==> config.mk <==
export PLATFORM = sky130hd
export DESIGN_NAME = register_write_bank
export DESIGN_NICKNAME = d
export VERILOG_FILES = /design/src/rtl/register_write_bank.sv
export SDC_FILE = /design/constraint.sdc
export NUM_CORES = 1
export LEC_CHECK = 0
export ABC_AREA = 1
export CAP_MARGIN = 20
export CORE_MARGIN = 2
export CORE_UTILIZATION = 43
export CTS_BUF_LIST = sky130_fd_sc_hd__clkbuf_16
export CTS_CLUSTER_SIZE = 25
export DETAILED_ROUTE_END_ITERATION = 10
export PLACE_DENSITY = 0.7
export SYNTH_ARGS = -nofsm -noshare
export SYNTH_HDL_FRONTEND = slang
export SYNTH_SLANG_ARGS = --single-unit
==> constraint.sdc <==
create_clock -name clk -period 2.6 [get_ports clk]
set_clock_uncertainty 0.1 [all_clocks]
set_input_delay 0.52 -clock clk [delete_from_list [all_inputs] [get_ports clk]]
set_output_delay 0.52 -clock clk [all_outputs]
set_load 0.005 [all_outputs]
==> src/rtl/register_write_bank.sv <==
`default_nettype none
// ============================================================================
//  Module   : register_write_bank
//  Purpose  : Write side of the 8 x 16-bit register bank. Requests are queued
//             in a small FIFO, committed byte-masked to q0..q7, with a
//             drain-then-sweep clear-all sequence.
//  Revision : 1.0  initial release
// ============================================================================
module register_write_bank #(
    parameter int WIDTH = 16,
    parameter int DEPTH = 4
) (
    input  logic                     clk,
    input  logic                     rst,
    input  logic                     wr_valid,
    output logic                     wr_ready,
    input  logic [2:0]               wr_addr,
    input  logic [WIDTH-1:0]         wr_data,
    input  logic [1:0]               wr_be,
    input  logic                     clr_req,
    output logic                     busy,
    output logic [$clog2(DEPTH):0]   fifo_count,
    output logic [WIDTH-1:0]         q0,
    output logic [WIDTH-1:0]         q1,
    output logic [WIDTH-1:0]         q2,
    output logic [WIDTH-1:0]         q3,
    output logic [WIDTH-1:0]         q4,
    output logic [WIDTH-1:0]         q5,
    output logic [WIDTH-1:0]         q6,
    output logic [WIDTH-1:0]         q7
);

    localparam int               c_AW    = $clog2(DEPTH);
    localparam int               c_EW    = 3 + WIDTH + 2;
    localparam logic [c_AW:0]    c_FULL  = (c_AW + 1)'(DEPTH);
    localparam logic [1:0]       c_IDLE  = 2'd0;
    localparam logic [1:0]       c_DRAIN = 2'd1;
    localparam logic [1:0]       c_CLEAR = 2'd2;

    logic [c_EW-1:0]  r_mem [DEPTH];
    logic [c_AW-1:0]  r_wptr;
    logic [c_AW-1:0]  r_rptr;
    logic [c_AW:0]    r_count;
    logic [1:0]       r_state;
    logic [2:0]       r_idx;
    logic             r_busy;
    logic [WIDTH-1:0] r_q [8];

    logic             w_push;
    logic             w_pop;
    logic [c_AW:0]    w_count_next;
    logic [1:0]       w_state_next;
    logic [c_EW-1:0]  w_head;
    logic [2:0]       w_head_addr;
    logic [WIDTH-1:0] w_head_data;
    logic [1:0]       w_head_be;

    assign wr_ready    = !rst && (r_state == c_IDLE) && (r_count != c_FULL);
    assign w_push      = wr_valid && wr_ready;
    assign w_pop       = (r_state != c_CLEAR) && (r_count != '0);
    assign w_head      = r_mem[r_rptr];
    assign w_head_addr = w_head[c_EW-1 -: 3];
    assign w_head_data = w_head[WIDTH+1:2];
    assign w_head_be   = w_head[1:0];

    always_comb begin
        w_count_next = r_count;
        if (w_push && !w_pop)
            w_count_next = r_count + 1'b1;
        else if (!w_push && w_pop)
            w_count_next = r_count - 1'b1;
    end

    // Clear decisions look at occupancy after this edge's push/pop, so a write
    // accepted alongside clr_req is committed before the sweep starts.
    always_comb begin
        w_state_next = r_state;
        case (r_state)
            c_IDLE:  if (clr_req) w_state_next = (w_count_next != '0) ? c_DRAIN : c_CLEAR;
            c_DRAIN: if (w_count_next == '0) w_state_next = c_CLEAR;
            c_CLEAR: if (r_idx == 3'd7) w_state_next = c_IDLE;
            default: w_state_next = c_IDLE;
        endcase
    end

    always_ff @(posedge clk) begin
        if (rst) begin
            r_wptr  <= '0;
            r_rptr  <= '0;
            r_count <= '0;
            r_state <= c_IDLE;
            r_idx   <= '0;
            r_busy  <= 1'b0;
            for (int i = 0; i < 8; i++) r_q[i] <= '0;
        end else begin
            if (w_push) begin
                r_mem[r_wptr] <= {wr_addr, wr_data, wr_be};
                r_wptr        <= r_wptr + 1'b1;
            end
            if (w_pop) begin
                r_rptr <= r_rptr + 1'b1;
                if (w_head_be[1]) r_q[w_head_addr][WIDTH-1:8] <= w_head_data[WIDTH-1:8];
                if (w_head_be[0]) r_q[w_head_addr][7:0]       <= w_head_data[7:0];
            end
            if (r_state == c_CLEAR) begin
                r_q[r_idx] <= '0;
                r_idx      <= r_idx + 1'b1;
            end else if (w_state_next == c_CLEAR) begin
                r_idx <= '0;
            end
            r_count <= w_count_next;
            r_state <= w_state_next;
            r_busy  <= (w_state_next != c_IDLE);
        end
    end

    assign busy       = r_busy;
    assign fifo_count = r_count;
    assign q0 = r_q[0];
    assign q1 = r_q[1];
    assign q2 = r_q[2];
    assign q3 = r_q[3];
    assign q4 = r_q[4];
    assign q5 = r_q[5];
    assign q6 = r_q[6];
    assign q7 = r_q[7];

endmodule
`default_nettype wire
Word level (Yosys, flattened, before mapping)

Memories as Yosys holds them, arrays and structs flattened. A register that Yosys moved wholly into a read port is not among the register bits.
Index checks and enable logic that the tools add are counted.

$add $sub $neg: 5
Equality and inequality tests: 6
Multiplexer cells: 33
Reductions and logical operators: 17

Operators by type and width:

| cell                                                                  | count |
|---|---|
| 16-bit 2-to-1 mux                                                     | 2 |
| 16-bit OR reduction                                                   | 2 |
| 3-bit 2-to-1 mux                                                      | 6 |
| 1-bit 2-to-1 mux                                                      | 16 |
| 2-bit 2-to-1 mux                                                      | 8 |
| 3-bit by 1-bit adder with 3-bit output, second input constant         | 2 |
| 1-bit logical AND                                                     | 6 |
| 2-bit one-hot mux with 3 select lines                                 | 1 |
| 3-bit nonzero test                                                    | 2 |
| 2-bit by 1-bit adder with 2-bit output, second input constant         | 2 |
| 2-bit equality test, second input constant                            | 2 |
| 2-bit nonzero test                                                    | 2 |
| 3-bit equality test, second input constant                            | 1 |
| 1-bit zero test                                                       | 3 |
| 3-bit zero test                                                       | 1 |
| 3-bit != test, second input constant                                  | 1 |
| 3-bit by 1-bit subtractor with 3-bit output, second input constant    | 1 |
| 2-bit by 1-bit equality test with 1-bit output, second input constant | 1 |
| 2-bit zero test                                                       | 1 |
| 2-bit != test, second input constant                                  | 1 |

Bits in registers: 13
RAM bits: 212
Output and inout bits: 133
Word-level logic and storage cells: 69
Memories kept: 2

Memories:

| name  | depth | width | read ports | clocked after Yosys merged registers in | wr ports | RTL line | source |
|---|---|---|---|---|---|---|---|
| r_q   | 8     | 16    | 8          | 0                                       | 8        | 47       | `logic [WIDTH-1:0] r_q [8];` |
| r_mem | 4     | 21    | 1          | 1                                       | 1        | 40       | `logic [c_EW-1:0] r_mem [DEPTH];` |

Longest topological paths before layout

Gate-level depths: netlist of the first run.

Word-level depth: 15
Mapped depth: 15

Least setup slack after synthesis of the first run

Ideal clock, no wire load.

Path type: in2reg
Start: input rst
End: memory r_mem[0][0] (netlist name), enable pin
Setup time: 0.399 ns
Arrival: 1.979 ns
Setup slack: 0.123 ns
Cell stages on the path: 5
Buffers on the path: 2
Cell sequence: buf_4 > clkinv_1 > nand4_1 > buf_2 > nor2_1

Word-level cells in the longest chain between the ends: 7

RTL lines:

| item                                       | RTL line | source |
|---|---|---|
| from (decl)                                | 14       | `input logic rst,` |
| 1-bit zero test                            | 58       | `assign wr_ready = !rst && (r_state == c_IDLE) && (r_count != c_FULL);` |
| 1-bit logical AND (2 in series)            | 58       |  |
| 1-bit logical AND                          | 59       | `assign w_push = wr_valid && wr_ready;` |
| 1-bit 2-to-1 mux                           | 96       | `if (w_push) begin` |
| 1-bit 2-to-1 mux (*)                       | 87       | `if (rst) begin` |
| 1-bit 2-to-1 mux (not written as such) (*) | 97       | `r_mem[r_wptr] <= {wr_addr, wr_data, wr_be};` |
| to (decl)                                  | 40       |  |

Every way passes the cells marked *; elsewhere a longest branch is shown, timed or not.

Worst setup path after layout of the first run

Start: input rst
End: output wr_ready

Word-level cells in the longest chain between the ends: 3

RTL lines:

| item                            | RTL line | source |
|---|---|---|
| 1-bit zero test                 | 58       |  |
| 1-bit logical AND (2 in series) | 58       |  |
| to (decl)                       | 16       | `output logic wr_ready,` |

No other way between the ends.

==> results of run 1 <==
[layout make-up]
| cell class | count | area (µm²) |
|---|---|---|
| fill | 1542 | 7570 |
| sequential | 227 | 6670 |
| timing repair buffer | 239 | 2470 |
| multi-input combinational | 371 | 1730 |
| clock buffer | 23 | 576 |
| tap | 265 | 332 |
| clock inverter | 18 | 100 |
| inverter | 22 | 83.8 |
[routing by layer]
layer	routed length, µm	track usage, %	vias to the layer above
li1	-	-	2734
met1	8470	24.9	2770
met2	9690	32.0	199
met3	1310	3.62	38
met4	548	6.13	0
met5	0	0	-
[logic make-up (layout without fill, tap and decap cells)]
logic type / count (synthesis) / in the layout
AND/OR/NAND/NOR: 280 / 280
XOR/XNOR: 2 / 2
buffers and inverters: 40 / 302
AO/OA/AOI/OAI: 80 / 80
adder cells (fa/ha/maj): 9 / 9
flip-flops: 227 / 227
[power by group]
part / total (µW) / switching [µW] / internal (µW)
sequential: 4740 / 195 / 4550
combinational: 4600 / 2480 / 2110
clock: 2990 / 1300 / 1690
total: 12300 / 3970 / 8350
[sequential cells by signal, summed over array words and instances, names as in the netlist, named ones only]
signal      count
r_state         2
r_rptr          2
fifo_count      3
r_q           128
r_mem          84
r_idx           3
busy            1
r_wptr          2
[synthesized netlist by cell type, types with 8 or more instances]
cell type  count  area (µm²)
edfxtp_1     212        6370
nor2_1       184         691
nand2_1       68         255
o21ai_0       45         225
inv_1         19        71.3
o22ai_1       18         113
dfxtp_1       15         300
clkbuf_1      12        45.0
a21oi_1        9        45.0
ha_1           9         113
nand2_2        9        56.3
nand3_1        8        40.0
[per-stage QoR]
| stage | TNS (ps) | total power (µW) | hold slack (ps) | cells | worst slack, ps |
|---|---|---|---|---|---|
| 2_1_floorplan | 0 | 6590 | 344 | 638 | 123 |
| 3_3_place_gp | -10470 | 9360 | 360 | 1123 | -168 |
| 3_5_place_dp | -19380 | 9430 | 368 | 1123 | -246 |
| 4_1_cts | 0 | 12400 | 380 | 1164 | 9.04 |
| 5_1_grt | 0 | 13000 | 396 | 1165 | 8.84 |
| 6_report | 0 | 12300 | 375 | 1165 | 81.4 |
[worst max path at each step]
| stage | cells after the start | from | endpoint | slack [ps] |
|---|---|---|---|---|
| after CTS | 6 | fifo_count[1] | wr_ready | 9 |
| after global placement | 8 | rst | r_q[0][1] | -170 |
| after detailed placement | 8 | rst | r_q[0][7] | -250 |
| final | 6 | rst | wr_ready | 80 |
| after global routing | 6 | rst | wr_ready | 9 |
| after floorplan | 5 | rst | r_mem[0][0] | 120 |
[timing repair]
item,in CTS,in global routing
resized for setup,2,4
cloned,0,0
endpoints found under the setup margin,1,1
setup buffers,0,1
[critical path: cells and delay by family]
family,cells,cell delay [ps]
buffers and inverters,5,1260
AND/OR/NAND/NOR,1,100
[layout by cell type, fill, tap and decap left out]
cell             count
ha_2                 1
nand3_1              8
nand2_1             68
xor2_1               2
nand2_2              9
a21oi_1              9
nor2_2               4
nand3_2              4
inv_1               27
o21ai_2              1
edfxtp_1           212
o21ai_1              1
buf_6                1
o221ai_1             2
clkbuf_16           23
clkdlybuf4s50_1    157
buf_12              22
nor2_1             184
o21ai_4              1
o41ai_4              1
o22ai_1             18
ha_1                 8
inv_2                3
o21bai_1             1
clkinv_1             5
bufinv_16            1
dfxtp_2              2
dfxtp_1             13
clkinvlp_4           1
clkinv_2             3
buf_4               59
nand4_1              2
o21ai_0             45
a21oi_2              1
or2_1                1
==> run metrics, run 1 <==
Max FO, Critical Path=8; fin util=61.2%; DR DRC count=0; yosys synthesis warning count=0; CP Capture Type=output port; FF-to-FF path depth=10; MaxCap Viol Count=0; core area=19500 µm²; Req. time, crit path=1980 ps; die area=21100 µm²; Worst Hold Class=flip-flop to flip-flop; EDFF count, synth=212; Min-Delay Endpoint=r_rptr[0]; Syn Nets=672; IO buf count=157; CTS root buf=clkbuf_16; post-synth cell types=30; width of the die=145 µm; RSZ-0062 raised after global routing=no; synthesized-area fraction occupied by and/or/nand/nor cells=13.1%; post-synthesis mux area share=0%; Post-Synth Adder-Cell Area=1.31%; Routed WL=20.0 mm; pin count of the biggest net entering global routing=22; Max Fclk=397 MHz; # rows=51; top_reg_cell synth=edfxtp_1; crit-path max cell delay=520 ps; cell count after synthesis=638; CTS H-tree depth=1; # clock sinks=227; Via density=4.93; Worst Tran Pin Value=423 ps; Cell Pwr Density=1030 nW/µm²; combinational family with the most area after synthesis=simple AND/OR/NAND/NOR gates; Pre-antenna DRT Iters=4; GPL Wtd Cong=0.772; Starting Density=43.9%; Iteration-0 DRC Markers=340; final period utilization=96.9%; vias in the first global route=5725; vias=5741; Cell Chain, Critical Path=clkdlybuf4s50_1 > buf_6 > clkinv_2 > nand3_1 > inv_2 > clkdlybuf4s50_1; cts hold-fix bufs=0; clk slew on worst S/H paths=60 ps; Remaining Overflow, GRT=0; sequential share of the synthesized area=77.8%; CP Data Arrival Time=1900 ps; Crit Path Class=input pin to output port; Clk Latency, worst-skew pair=510 ps; final slew viol count=0; flops & latches, synth=227; Nets=918; final hold vios=0; Compound-Gate Fraction of Synth Area=5.53%; mean post-synth cell area=13.4 µm²; P_leak=0.00457 µW; Area after DPL=11300 µm²; Async S/R FF share, synth=0%; Mapped Area=8570 µm²; worst vdd ir=0.599 mV; CP max-delay cell=clkdlybuf4s50_1; per-cell routed wire length=17.2 µm; num ports=158; status=completed; Antenna diodes=0; area delta synth->final=39.5%; minimum clock period=2520 ps; HP Start=r_rptr[0]; r2r endpoint=r_q[4][2]; initial antenna violation count=0; # setup viols final=0; Global Route Usage Sum=19.0%; Die Ht=145 µm; clk buf depth=3; Final Instance Area=12000 µm²; Post-DP HPWL=13.7 mm; WHS Path Cells=1; Relative slew margins=71.5%; CTS tree=yes; critical path's most frequent cell=clkdlybuf4s50_1; Reg2Reg Setup Slack=260 ps; Routed Antenna Nets=0; CP Launch Type=input pin; share of layout cells above drive strength 1=15.2%; global-route wire length before repair=31.3 mm; Num CTS Buffers=23; Post-Synth XOR/XNOR Area=0.204%
(Power assumes the default switching activity.)
==> run 2, diff against run 1 <==
--- a/config.mk
+++ b/config.mk
@@ -5,7 +5,6 @@
 export SDC_FILE = /design/constraint.sdc
 export NUM_CORES = 1
 export LEC_CHECK = 0
-export ABC_AREA = 1
 export CAP_MARGIN = 20
 export CORE_MARGIN = 2
 export CORE_UTILIZATION = 43
==> run metrics, run 2 <==
die area=21500 µm²; top_reg_cell synth=edfxtp_1; Async S/R FF share, synth=0%; Via density=5.04; Pre-antenna DRT Iters=5; most frequent cells in the layout=edfxtp_1, clkdlybuf4s50_1, nor2_1; yosys synthesis warning count=0; Largest Register=r_q; cell count after synthesis=547; core area=20100 µm²; Num CTS Buffers=24; Power, Total=11100 µW; DR DRC count=0; Post-Synth XOR/XNOR Area=0.400%; synth top area cells=edfxtp_1, nor2_1, mux4_2; Syn Nets=581; Inst Count DP=1019; Max FO, Critical Path=8; Nets=808; post-synth cell types=49; sequential share of the synthesized area=76.1%; Iteration-0 DRC Markers=453; area delta synth->final=36.1%; final hold vios=0; P_leak=0.00425 µW; fin cells=1062; Clk Latency, worst-skew pair=500 ps; CP Data Arrival Time=2570 ps; # clock sinks=227; CTS root buf=clkbuf_16; most frequent cells after synthesis=edfxtp_1, nor2_1, nand2_1; Post-CTS Resized=5; post-CTS setup buffers=0; IO buf count=157; vias=5348; MaxCap Viol Count=0; Starting Density=43.6%; Relative slew margins=65.6%; CTS H-tree depth=1; CP Capture Type=flip-flop; flops & latches, synth=227; Post-DP HPWL=14.0 mm; cts hold-fix bufs=0; Req. time, crit path=2740 ps; Antenna diodes=0; max FFs per register=128; Max Fclk=410 MHz; synthesized-area fraction occupied by and/or/nand/nor cells=11.1%; minimum clock period=2440 ps; EDFF count, synth=212; initial antenna violation count=0; Routed WL=19.7 mm; vias in the first global route=5448; width of the die=147 µm; Remaining Overflow, GRT=0; final slew viol count=0; count leader, synth=edfxtp_1; clk buf depth=3; clk slew on worst S/H paths=60 ps; worst vdd ir=0.603 mV; per-cell routed wire length=18.6 µm; Worst Hold Class=flip-flop to flip-flop; # fillers=1479; RSZ-0062 raised after global routing=no; area leader, netlist=edfxtp_1; status=completed; Global Route Usage Sum=18.2%; # rows=52; CP Launch Type=flip-flop; Cell Pwr Density=928 nW/µm²; share of layout cells above drive strength 1=17.4%; Reg2Reg Setup Slack=160 ps; post-synthesis mux area share=5.64%; Mapped Area=8760 µm²; num ports=158; global-route wire length before repair=30.3 mm; GPL Wtd Cong=0.860; post-synth top area share=72.7%; # setup viols final=0; Post-Synth Adder-Cell Area=1.29%; mean post-synth cell area=16.0 µm²; final period utilization=93.7%; FF-to-FF path depth=6; Routed Antenna Nets=0; WHS Path Cells=2; CTS tree=yes; Compound-Gate Fraction of Synth Area=3.20%; pin count of the biggest net entering global routing=22; Worst Tran Pin Value=515 ps; most common cell after layout, fill and taps aside=edfxtp_1; Die Ht=147 µm; r2r endpoint=r_q[7][1]; HP Start=r_rptr[1]; biggest regs=r_q x128, r_mem x84; combinational family with the most area after synthesis=simple AND/OR/NAND/NOR gates; Crit Path Class=flip-flop to flip-flop
## run 2: cell types whose count changed after synthesis, moves of 9 or more
cell      delta
o21ai_0     -45
nor2_1      -44
nand2_1     -39
mux4_2      +18
o22ai_1     -17
nand2b_1    +14
buf_2       +10
inv_1        -9
## run 2: worst max path at each step
stage	end	slack [ps]
after global placement	r_q[7][4]	-100
final	r_q[7][1]	160
after detailed placement	r_q[7][0]	-120
after floorplan	r_mem[0][0]	110
after CTS	r_q[7][3]	20
after global routing	r_q[3][13]	10
## run 2: cell type report
| class | instances | area (µm²) | area share (%) |
|---|---|---|---|
| Sequential cell | 227 | 6670 | 55.9 |
| Multi-Input combinational cell | 285 | 1930 | 16.2 |
| Clock buffer | 25 | 626 | 5.25 |
| Inverter | 10 | 37.5 | 0.315 |
| Clock inverter | 19 | 78.8 | 0.661 |
| Tap cell | 270 | 338 | 2.83 |
| Timing Repair Buffer | 226 | 2240 | 18.8 |
## run 2: per-stage QoR
stage                     hold WS (ps)  setup TNS [ps]  utilization [%]  instance area (µm²)  setup WS, ps
after floorplan                    385               0                -                 8760           113
after detailed placement           426          -10450             55.7                11200          -124
after CTS                          453               0             59.2                11900          18.3
final                              452               0             59.3                11900           163
after global placement             407           -8170             55.7                11200         -98.7
after global routing               501               0             59.3                11900          10.7
## run 2: metal layers
metal | GRT usage [%] | routed length [µm] | vias to the layer above
li1 | - | - | 2464
met1 | 24.1 | 8100 | 2673
met2 | 30.8 | 10000 | 179
met3 | 3.42 | 1220 | 32
met4 | 5.44 | 397 | 0
met5 | 0 | 0 | -
## run 2: power breakdown
part	internal (µW)	leakage [µW]	switching, µW
Clock	1720	0.000366	1310
Sequential	4470	0.00221	228
Combinational	1590	0.00167	1730
## run 2: logic make-up (layout without fill, tap and decap cells)
kind of cell             count (synthesis)  after routing
XOR/XNOR                                 4              4
AND/OR/NAND/NOR                        217            217
buffers and inverters                   35            280
multiplexers                            22             22
flip-flops                             227            227
adder cells (fa/ha/maj)                  9              9
AO/OA/AOI/OAI                           33             33
## run 2: worst max-delay path, cell delays in order, from the launching register on
cell and delay [ps]:
dfxtp_2 430, mux4_1 710, and3_1 250, a31oi_2 200, nand2b_1 240, buf_4 190, nor2_1 50
==> run 3, diff against run 2 <==
--- a/config.mk
+++ b/config.mk
@@ -12,6 +12,7 @@
 export CTS_CLUSTER_SIZE = 25
 export DETAILED_ROUTE_END_ITERATION = 10
 export PLACE_DENSITY = 0.7
+export SKIP_LAST_GASP = 1
 export SYNTH_ARGS = -nofsm -noshare
 export SYNTH_HDL_FRONTEND = slang
 export SYNTH_SLANG_ARGS = --single-unit
==> results of run 3 <==
Same layout as run 2: the final DEF is identical, and so are final timing and power.
